===== src/rtl/apb_master_arbiter_if.sv =====
// rtl/apb_master_arbiter_if.sv - requester command/response and APB bus bundle
interface apb_master_arbiter_if #(
    parameter int NREQ  = 4,
    parameter int DBITS = 32,
    parameter int ABITS = 16
);
    logic [NREQ-1:0]       req_valid;
    logic [NREQ-1:0]       req_write;
    logic [NREQ*ABITS-1:0] req_addr;
    logic [NREQ*DBITS-1:0] req_wdata;
    logic [NREQ-1:0]       req_ready;
    logic [NREQ-1:0]       rsp_valid;
    logic [DBITS-1:0]      rsp_rdata;
    logic                  rsp_err;
    logic                  rsp_tout;
    logic                  apb_sel;
    logic                  apb_enable;
    logic                  apb_write;
    logic [ABITS-1:0]      apb_addr;
    logic [DBITS-1:0]      apb_wdata;
    logic [DBITS-1:0]      apb_rdata;
    logic                  apb_ready;
    logic                  apb_slverr;
    logic [15:0]           err_cnt;

    modport master (
        input  req_valid, req_write, req_addr, req_wdata,
        input  apb_rdata, apb_ready, apb_slverr,
        output req_ready, rsp_valid, rsp_rdata, rsp_err, rsp_tout,
        output apb_sel, apb_enable, apb_write, apb_addr, apb_wdata, err_cnt
    );

    modport slave (
        output req_valid, req_write, req_addr, req_wdata,
        output apb_rdata, apb_ready, apb_slverr,
        input  req_ready, rsp_valid, rsp_rdata, rsp_err, rsp_tout,
        input  apb_sel, apb_enable, apb_write, apb_addr, apb_wdata, err_cnt
    );
endinterface


===== src/rtl/apb_master_arbiter.sv =====
// rtl/apb_master_arbiter.sv - round-robin arbiter sharing one APB3 master port among NREQ requesters
module apb_master_arbiter #(
    parameter int NREQ  = 4,
    parameter int DBITS = 32,
    parameter int ABITS = 16,
    parameter int TOUT  = 256
) (
    input logic                  apb_clk,
    input logic                  apb_rst,
    apb_master_arbiter_if.master bus
);
    localparam int PW = (NREQ > 1) ? $clog2(NREQ) : 1;

    generate
        if (NREQ < 2 || NREQ > 8 || TOUT < 1 || TOUT > 65535 || DBITS < 1 || ABITS < 1) begin : g_param_check
            $error("apb_master_arbiter: parameter out of range");
        end
    endgenerate

    typedef enum logic [1:0] {
        S_IDLE,
        S_SETUP,
        S_ACCESS,
        S_RESP
    } state_t;

    state_t           state;
    state_t           state_nxt;
    logic [PW-1:0]    ptr;
    logic [PW-1:0]    win;
    logic [PW-1:0]    win_q;
    logic [PW-1:0]    idx;
    logic             any_valid;
    logic             write_q;
    logic [ABITS-1:0] addr_q;
    logic [DBITS-1:0] wdata_q;
    logic [DBITS-1:0] rdata_q;
    logic             err_q;
    logic             tout_q;
    logic [15:0]      wait_cnt;
    logic [15:0]      err_cnt_q;
    logic [NREQ-1:0]  req_ready_c;
    logic [NREQ-1:0]  rsp_valid_c;
    logic             wait_expired;

    assign wait_expired = (wait_cnt == 16'(TOUT - 1));

    // Scan downward so the last hit is the first valid requester at or after ptr.
    always_comb begin
        win       = ptr;
        idx       = '0;
        any_valid = 1'b0;
        for (int k = NREQ - 1; k >= 0; k--) begin
            idx = PW'((int'(ptr) + k) % NREQ);
            if (bus.req_valid[idx]) begin
                win       = idx;
                any_valid = 1'b1;
            end
        end
    end

    always_comb begin
        state_nxt   = state;
        req_ready_c = '0;
        rsp_valid_c = '0;
        unique case (state)
            S_IDLE: begin
                if (any_valid && !apb_rst) begin
                    req_ready_c = NREQ'(1) << win;
                    state_nxt   = S_SETUP;
                end
            end
            S_SETUP: state_nxt = S_ACCESS;
            S_ACCESS: begin
                if (bus.apb_ready || wait_expired) begin
                    state_nxt = S_RESP;
                end
            end
            S_RESP: begin
                rsp_valid_c = NREQ'(1) << win_q;
                state_nxt   = S_IDLE;
            end
            default: state_nxt = S_IDLE;
        endcase
    end

    always_ff @(posedge apb_clk or posedge apb_rst) begin
        if (apb_rst) begin
            state     <= S_IDLE;
            ptr       <= '0;
            win_q     <= '0;
            write_q   <= 1'b0;
            addr_q    <= '0;
            wdata_q   <= '0;
            rdata_q   <= '0;
            err_q     <= 1'b0;
            tout_q    <= 1'b0;
            wait_cnt  <= '0;
            err_cnt_q <= '0;
        end else begin
            state <= state_nxt;
            unique case (state)
                S_IDLE: begin
                    if (any_valid) begin
                        win_q    <= win;
                        write_q  <= bus.req_write[win];
                        addr_q   <= bus.req_addr[int'(win) * ABITS +: ABITS];
                        wdata_q  <= bus.req_wdata[int'(win) * DBITS +: DBITS];
                        wait_cnt <= '0;
                    end
                end
                S_SETUP: begin
                    ptr <= (win_q == PW'(NREQ - 1)) ? '0 : win_q + PW'(1);
                end
                S_ACCESS: begin
                    if (bus.apb_ready) begin
                        rdata_q <= write_q ? '0 : bus.apb_rdata;
                        err_q   <= bus.apb_slverr;
                        tout_q  <= 1'b0;
                    end else if (wait_expired) begin
                        rdata_q <= '0;
                        err_q   <= 1'b1;
                        tout_q  <= 1'b1;
                    end else begin
                        wait_cnt <= wait_cnt + 16'd1;
                    end
                end
                S_RESP: begin
                    if (err_q && err_cnt_q != 16'hFFFF) begin
                        err_cnt_q <= err_cnt_q + 16'd1;
                    end
                end
                default: ;
            endcase
        end
    end

    assign bus.req_ready  = req_ready_c;
    assign bus.rsp_valid  = rsp_valid_c;
    assign bus.rsp_rdata  = (state == S_RESP) ? rdata_q : '0;
    assign bus.rsp_err    = (state == S_RESP) && err_q;
    assign bus.rsp_tout   = (state == S_RESP) && tout_q;
    assign bus.apb_sel    = (state == S_SETUP) || (state == S_ACCESS);
    assign bus.apb_enable = (state == S_ACCESS);
    assign bus.apb_write  = write_q;
    assign bus.apb_addr   = addr_q;
    assign bus.apb_wdata  = wdata_q;
    assign bus.err_cnt    = err_cnt_q;
endmodule


===== src/flat_wrapper.sv =====
// flat-port wrapper written by rule: the top's interface ports become plain ports
module apb_master_arbiter_flat 
#(
    parameter int NREQ  = 4,
    parameter int DBITS = 32,
    parameter int ABITS = 16,
    parameter int TOUT  = 256
)
  (apb_clk, apb_rst, bus_req_valid, bus_req_write, bus_req_addr, bus_req_wdata, bus_apb_rdata, bus_apb_ready, bus_apb_slverr, bus_req_ready, bus_rsp_valid, bus_rsp_rdata, bus_rsp_err, bus_rsp_tout, bus_apb_sel, bus_apb_enable, bus_apb_write, bus_apb_addr, bus_apb_wdata, bus_err_cnt);
  apb_master_arbiter_if #(.NREQ(NREQ), .DBITS(DBITS), .ABITS(ABITS)) bus_i ();
  input logic apb_clk;
  input logic apb_rst;
  input wire logic [$bits(bus_i.req_valid)-1:0] bus_req_valid;
  input wire logic [$bits(bus_i.req_write)-1:0] bus_req_write;
  input wire logic [$bits(bus_i.req_addr)-1:0] bus_req_addr;
  input wire logic [$bits(bus_i.req_wdata)-1:0] bus_req_wdata;
  input wire logic [$bits(bus_i.apb_rdata)-1:0] bus_apb_rdata;
  input wire logic [$bits(bus_i.apb_ready)-1:0] bus_apb_ready;
  input wire logic [$bits(bus_i.apb_slverr)-1:0] bus_apb_slverr;
  output wire logic [$bits(bus_i.req_ready)-1:0] bus_req_ready;
  output wire logic [$bits(bus_i.rsp_valid)-1:0] bus_rsp_valid;
  output wire logic [$bits(bus_i.rsp_rdata)-1:0] bus_rsp_rdata;
  output wire logic [$bits(bus_i.rsp_err)-1:0] bus_rsp_err;
  output wire logic [$bits(bus_i.rsp_tout)-1:0] bus_rsp_tout;
  output wire logic [$bits(bus_i.apb_sel)-1:0] bus_apb_sel;
  output wire logic [$bits(bus_i.apb_enable)-1:0] bus_apb_enable;
  output wire logic [$bits(bus_i.apb_write)-1:0] bus_apb_write;
  output wire logic [$bits(bus_i.apb_addr)-1:0] bus_apb_addr;
  output wire logic [$bits(bus_i.apb_wdata)-1:0] bus_apb_wdata;
  output wire logic [$bits(bus_i.err_cnt)-1:0] bus_err_cnt;
  assign bus_i.req_valid = bus_req_valid;
  assign bus_i.req_write = bus_req_write;
  assign bus_i.req_addr = bus_req_addr;
  assign bus_i.req_wdata = bus_req_wdata;
  assign bus_i.apb_rdata = bus_apb_rdata;
  assign bus_i.apb_ready = bus_apb_ready;
  assign bus_i.apb_slverr = bus_apb_slverr;
  assign bus_req_ready = bus_i.req_ready;
  assign bus_rsp_valid = bus_i.rsp_valid;
  assign bus_rsp_rdata = bus_i.rsp_rdata;
  assign bus_rsp_err = bus_i.rsp_err;
  assign bus_rsp_tout = bus_i.rsp_tout;
  assign bus_apb_sel = bus_i.apb_sel;
  assign bus_apb_enable = bus_i.apb_enable;
  assign bus_apb_write = bus_i.apb_write;
  assign bus_apb_addr = bus_i.apb_addr;
  assign bus_apb_wdata = bus_i.apb_wdata;
  assign bus_err_cnt = bus_i.err_cnt;
  apb_master_arbiter #(.NREQ(NREQ), .DBITS(DBITS), .ABITS(ABITS), .TOUT(TOUT)) u_core (.apb_clk(apb_clk), .apb_rst(apb_rst), .bus(bus_i));
endmodule

===== config.mk =====
export PLATFORM = sky130hd
export DESIGN_NAME = apb_master_arbiter_flat
export DESIGN_NICKNAME = d
export VERILOG_FILES = /design/src/rtl/apb_master_arbiter_if.sv /design/src/rtl/apb_master_arbiter.sv /design/src/flat_wrapper.sv
export SDC_FILE = /design/constraint.sdc
export NUM_CORES = 1
export LEC_CHECK = 0
export ABC_AREA = 1
export CORE_ASPECT_RATIO = 0.7
export CORE_MARGIN = 2
export CORE_UTILIZATION = 47
export CTS_BUF_LIST = sky130_fd_sc_hd__clkbuf_4 sky130_fd_sc_hd__clkbuf_8
export CTS_CLUSTER_DIAMETER = 40
export DETAILED_ROUTE_END_ITERATION = 12
export PLACE_DENSITY = 0.95
export SLEW_MARGIN = 25
export SYNTH_ARGS = -nofsm -noshare
export SYNTH_HDL_FRONTEND = slang
export SYNTH_SLANG_ARGS = --single-unit

===== constraint.sdc =====
create_clock -name apb_clk -period 7.47 [get_ports apb_clk]
set_input_delay 1.1205 -clock apb_clk [delete_from_list [all_inputs] [get_ports apb_clk]]
set_output_delay 1.1205 -clock apb_clk [all_outputs]
set_load 0.02 [all_outputs]

======== After elaboration in Yosys (flattened, before gate mapping) ========
Cells that the tools add are included.
word-level totals
  memory bits (writable) .................. 0
  word-level logic and storage cells ...... 88
  memories ................................ 0
  bits of input ports ..................... 236
  bits in latches ......................... 0
  bits in read-only memories .............. 0
  bits in registers ....................... 121
  output and inout port bits .............. 109
cells by class
  bitwise logic cells ..................... 0
  order comparisons ....................... 5
  div/mod/pow operators ................... 0
  shift-type cells ........................ 4
  eq/ne operators ......................... 11
  add/subtract/negate cells ............... 6
  multiplexer cells ....................... 36
  reduce and logical (&&, ||, !) cells .... 15
  multipliers ............................. 0
operators with widths
  cell                                                   count
  2-to-1 mux 32 bit                                      4
  indexed part select 128 x 8 -> 32 bit                  1
  indexed part select 64 x 7 -> 16 bit                   1
  2-to-1 mux 16 bit                                      3
  adder 16 x 1 -> 16 bit, second input constant          2
  one-hot mux 16 bit (2 select lines)                    1
  equality test 16 x 8 -> 1 bit, second input constant   1
  inequality test 16 bit, second input constant          1
  < comparator 2 x 3 -> 1 bit, second input constant     5
  2-to-1 mux 2 bit                                       7
  2-to-1 mux 1 bit                                       12
  2-to-1 mux 4 bit                                       3
  binary-select mux 1 bit (select 2 bit)                 5
  one-hot mux 2 bit (4 select lines)                     1
  AND reduction 2 bit                                    4
  left shift 1 x 2 -> 4 bit, first input constant        2
  equality test 2 bit, second input constant             3
  inequality test 2 x 1 -> 1 bit, second input constant  3
  adder 2 x 1 -> 2 bit, second input constant            2
  adder 2 bit, second input constant                     2
  logical AND 1 bit                                      4
  inequality test 2 bit, second input constant           2
  AND reduction 4 bit                                    1
  nonzero test 2 bit                                     2
  other kinds (4)                                        5

======== Depth between registers and ports, before layout ========
  depth after elaboration ................. 10
  mapped depth ............................ 14
  gate-level depth less buffers ........... 13

======== Worst setup path after synthesis ========
OpenSTA, ideal clock, no wires.
  kind .................................... input to output
  from .................................... in apb_rst
  to ...................................... out bus_req_ready[0]
  slack ................................... 1.981 ns
  data required time ...................... 6.349 ns
  arrival ................................. 4.368 ns
  path buffers ............................ 0
  stages .................................. 3
  path through ............................ inv_1 -> nand4_1 -> nor2_1
between the ends
  longest elaborated chain between the ends .. 4
RTL lines
  element             RTL line                  RTL
  start: declaration  flat_wrapper.sv:12        input logic apb_rst;
  zero test 1 bit     apb_master_arbiter.sv:68  if (any_valid && !apb_rst) begin
  logical AND 1 bit   apb_master_arbiter.sv:68
  2-to-1 mux 4 bit    apb_master_arbiter.sv:68
  2-to-1 mux 4 bit    apb_master_arbiter.sv:66  unique case (state)
  end: declaration    flat_wrapper.sv:20        output wire logic [$bits(bus_i.req_ready)-1:0] bus_req_ready;
No other way between the ends.

======== Final worst setup path ========
  from .................................... in bus_req_valid[2]
  to ...................................... out bus_req_ready[2]
between the ends
  longest elaborated chain between the ends .. 9
  elaborated cells on any way between the ends .. 20
  classes of those cells .................. shift (1); mux (18); reduce/logical (1)
RTL lines
  element                                                                   RTL line                                            RTL
  start: declaration                                                        flat_wrapper.sv:13                                  input wire logic [$bits(bus_i.req_valid)-1:0] bus_req_valid;
  binary-select mux 1 bit (select 2 bit)                                    apb_master_arbiter.sv:55                            if (bus.req_valid[idx]) begin
  2-to-1 mux 1 bit (implied by the code)                                    apb_master_arbiter.sv:55
  2-to-1 mux 2 bit / 2-to-1 mux 1 bit (equally long branches) (4 in a row)  apb_master_arbiter.sv:55
  left shift 1 x 2 -> 4 bit / logical AND 1 bit (equally long branches)     apb_master_arbiter.sv:69, apb_master_arbiter.sv:68
  2-to-1 mux 4 bit *                                                        apb_master_arbiter.sv:68
  2-to-1 mux 4 bit *                                                        apb_master_arbiter.sv:66
Every way passes the cells marked *; elsewhere a longest branch is shown, timed or not. The select of a mux whose other input is x is not followed.

==> reports/qor.yml <==
synth-async-reset-ratio: 1.00
net-switching-power_mw: 2.39
r2r_cells: 12
route.met3.wl_um: 2590
crit_family: "buffers and inverters"
wl_um: 27300
maxSlewViolCount: 0
critPathLaunch: "bus_req_valid[2]"
root_buffer: "clkbuf_8"
seq_area_frac_synth: 0.397
fin_crit_sh: 0.676
pre_cts_slack_ps: 2460
worstMarginPinSlew_ps: 1060
grt_pass1_wl_um: 43300
synth-compound-area-share: 0.0530
vias: 8816
rows: 38
dieArea_mm2: 0.0173
top_layer_used: "met4"
crit_slowest_cell: "inv_2"
antenna_found_initial: 0
yosys_warnings: 0
synth_top_family_by_area: "simple AND/OR/NAND/NOR gates"
swShare: 0.506
status: "completed"
core_mm2: 0.0157
die_h_um: 111
path_max_fanout: 53
die-width_um: 156
syn_area_per_cell_um2: 7.05
areaGrowthSynthToFinish_pct: 50.3
p_int_mw: 2.33
synth_edf_count: 0
cts_tree: "done"
cellPowerDensity_mw_per_mm2: 412
drtPass1Iterations: 6
slew_headroom: 0.292
synth_simple_gate_area_frac: 0.403
ios: 345
cp.depth: 12
drcViolationCount: 0
antenna_cells: 0
grt_pass1_vias: 8509
routed_via_density: 5.54
combPwrFrac: 0.633
drt_iter0_drc: 921
min_from: "u_core.bus.apb_addr[10]$_DFFE_PP0P_"
wire_per_inst_um: 17.1
cp-start-kind: "primary input"
worstHoldPathType: "reg -> reg"
crit_buf_inv: 4
vdd_drop_max_uv: 294
synth_top_cell_area_share: 0.397
synth_seq_cells: 121
wl_met1_um: 10700
clk_pin_slew_ps: 70
synth_cell_type_count: 34
p_leak_nw: 5.43
routabilityCongestion: 0.949
grt_usage: 0.311
synth_commonest_cells: "nand3_1, nand2_1, dfrtp_1"
finalCriticalPeriod_ps: 5050
nNetsFinal: 1625
holdPathStages: 2
finalSetupTns_ps: 0
fin_skew_ps: 22.0
p_seq_frac: 0.231
crit_required_ps: 6350
hold_viol_final: 0
finalSetupViolCount: 0
synthTopCellsByArea: "dfrtp_1, nand3_1, nand2_1"
r2r-start: "u_core.ptr[0]$_DFFE_PP0N_"
post_cts_buffers: 0
cts.sinks: 121
syn_nets: 1328
grt_max_degree: 69
critical_path.cell_chain: "clkdlybuf4s50_1 > inv_1 > nand2_1 > nand3_2 > nand2_2 > nor2_1 > nand2_1 > nand2_2 > inv_2 > nand4_1 > nor2_1 > clkdlybuf4s50_1"
worstSetupPathType: "in -> out"
endpoint_kind: "output pin"
io_buffers: 344
slowest_delay_ps: 740
htree_levels: 4
clkLatencyLatePin_ps: 430
fmax_mhz: 198
synthXorXnorAreaFrac: 0.0299
start_util: 0.486
pwr-share-clk: 0.136
final_antenna_net_count: 0
routed-wl-met2_um: 12900
synth.most_common_cell: "nand3_1"
place_hpwl_um: 19300
yosys.area.top_type: "dfrtp_1"
synth_cells: 1082
synthAdderAreaFrac: 0.0164
drive_above_1_share: 0.0510
ctsLongestPathBuffers: 2
synth_area_mm2: 0.00763
cts_buffers: 17
ys.flop_type: "dfrtp_1"
postCtsHoldBufs: 0
critPathArrivalTime_ps: 3930
grt.overflow.total: 0
synthMuxAreaShare: 0
rsz0062_at_grt: "no"
drv_cap: 0
ctsResizeCount: 0
setup_ws_ps: 2420
-- power groups by stage --
stage,sequential (mW),combinational (mW),clock (mW)
floorplan,1.22,1.86,0
global placement,1.08,2.89,0
detailed placement,1.08,2.97,0
CTS,1.08,2.98,0.647
global route,1.12,3.26,0.679
finish,1.09,2.99,0.644
-- flip-flops by register name, summed over array words and instances (netlist names) --
| register | cells |
|---|---|
| u_core.bus.apb_addr | 16 |
| u_core.bus.apb_wdata | 32 |
| u_core.bus.apb_write | 1 |
| u_core.bus.err_cnt | 16 |
| u_core.err_q | 1 |
| u_core.ptr | 2 |
| u_core.rdata_q | 32 |
| u_core.state | 2 |
| u_core.tout_q | 1 |
| u_core.wait_cnt | 16 |
| u_core.win_q | 2 |
-- routing by layer --
| metal | track usage | up-vias |
|---|---|---|
| met4 | 0.130 | 0 |
| met5 | 0 | - |
| met1 | 0.392 | 4073 |
| li1 | - | 4137 |
| met3 | 0.0754 | 89 |
| met2 | 0.512 | 517 |
-- cells by family after synthesis --
logic type | count (synthesis)
and+or+nand+nor | 681
buffers and inverters | 176
DFF | 121
AOI/OAI and AO/OA | 68
xor gates and xnor gates | 26
adders and majority gates | 10
-- per-stage QoR --
step	total power, mW	instance area (um^2)	util	cells	hold WS (ps)
after floorplan	3.08	7630	-	1082	453
after global placement	3.97	11000	0.703	1560	463
after detailed placement	4.06	11000	0.703	1560	465
after CTS	4.71	11500	0.730	1592	484
after global routing	5.05	11500	0.731	1592	509
final	4.73	11500	0.731	1592	480
-- layout by cell type (no fill, tap or decap), drive strengths merged, types with 10 or more instances in the layout --
cell,n
dfrtp,121
nor2,36
clkbuf,20
o21ai,46
inv,103
nand3,320
nand2,306
o31ai,11
ha,10
xor2,18
clkdlybuf4s50,344
-- area by class of cell --
cell class                      count  area, um^2
Clock inverter                     12         164
Sequential cell                   121        3030
Tap cell                          200         250
Inverter                          102         385
Timing Repair Buffer              352        3500
Clock buffer                       20         269
Multi-Input combinational cell    785        3860
Fill cell                        1207        4230
-- worst paths after layout --
kind / end / slack (ps)
min reg2reg: u_core.bus.apb_addr[10]$_DFFE_PP0P_ / 480
max reg2reg: u_core.bus.apb_wdata[30]$_DFFE_PP0P_ / 4330
min: u_core.bus.apb_addr[10]$_DFFE_PP0P_ / 480
max in group asynchronous: u_core.bus.err_cnt[5]$_DFFE_PP0P_ / 4930
min in group asynchronous: u_core.bus.apb_addr[3]$_DFFE_PP0P_ / 1270
max: bus_req_ready[2] / 2420
-- worst register-to-register path, delay by kind of cell, from the launching register on --
kind	cells	cell delay (ps)
DFF	1	580
buffers and inverters	2	890
and+or+nand+nor	10	1590
Note: power is estimated with default switching activity, not from simulation.
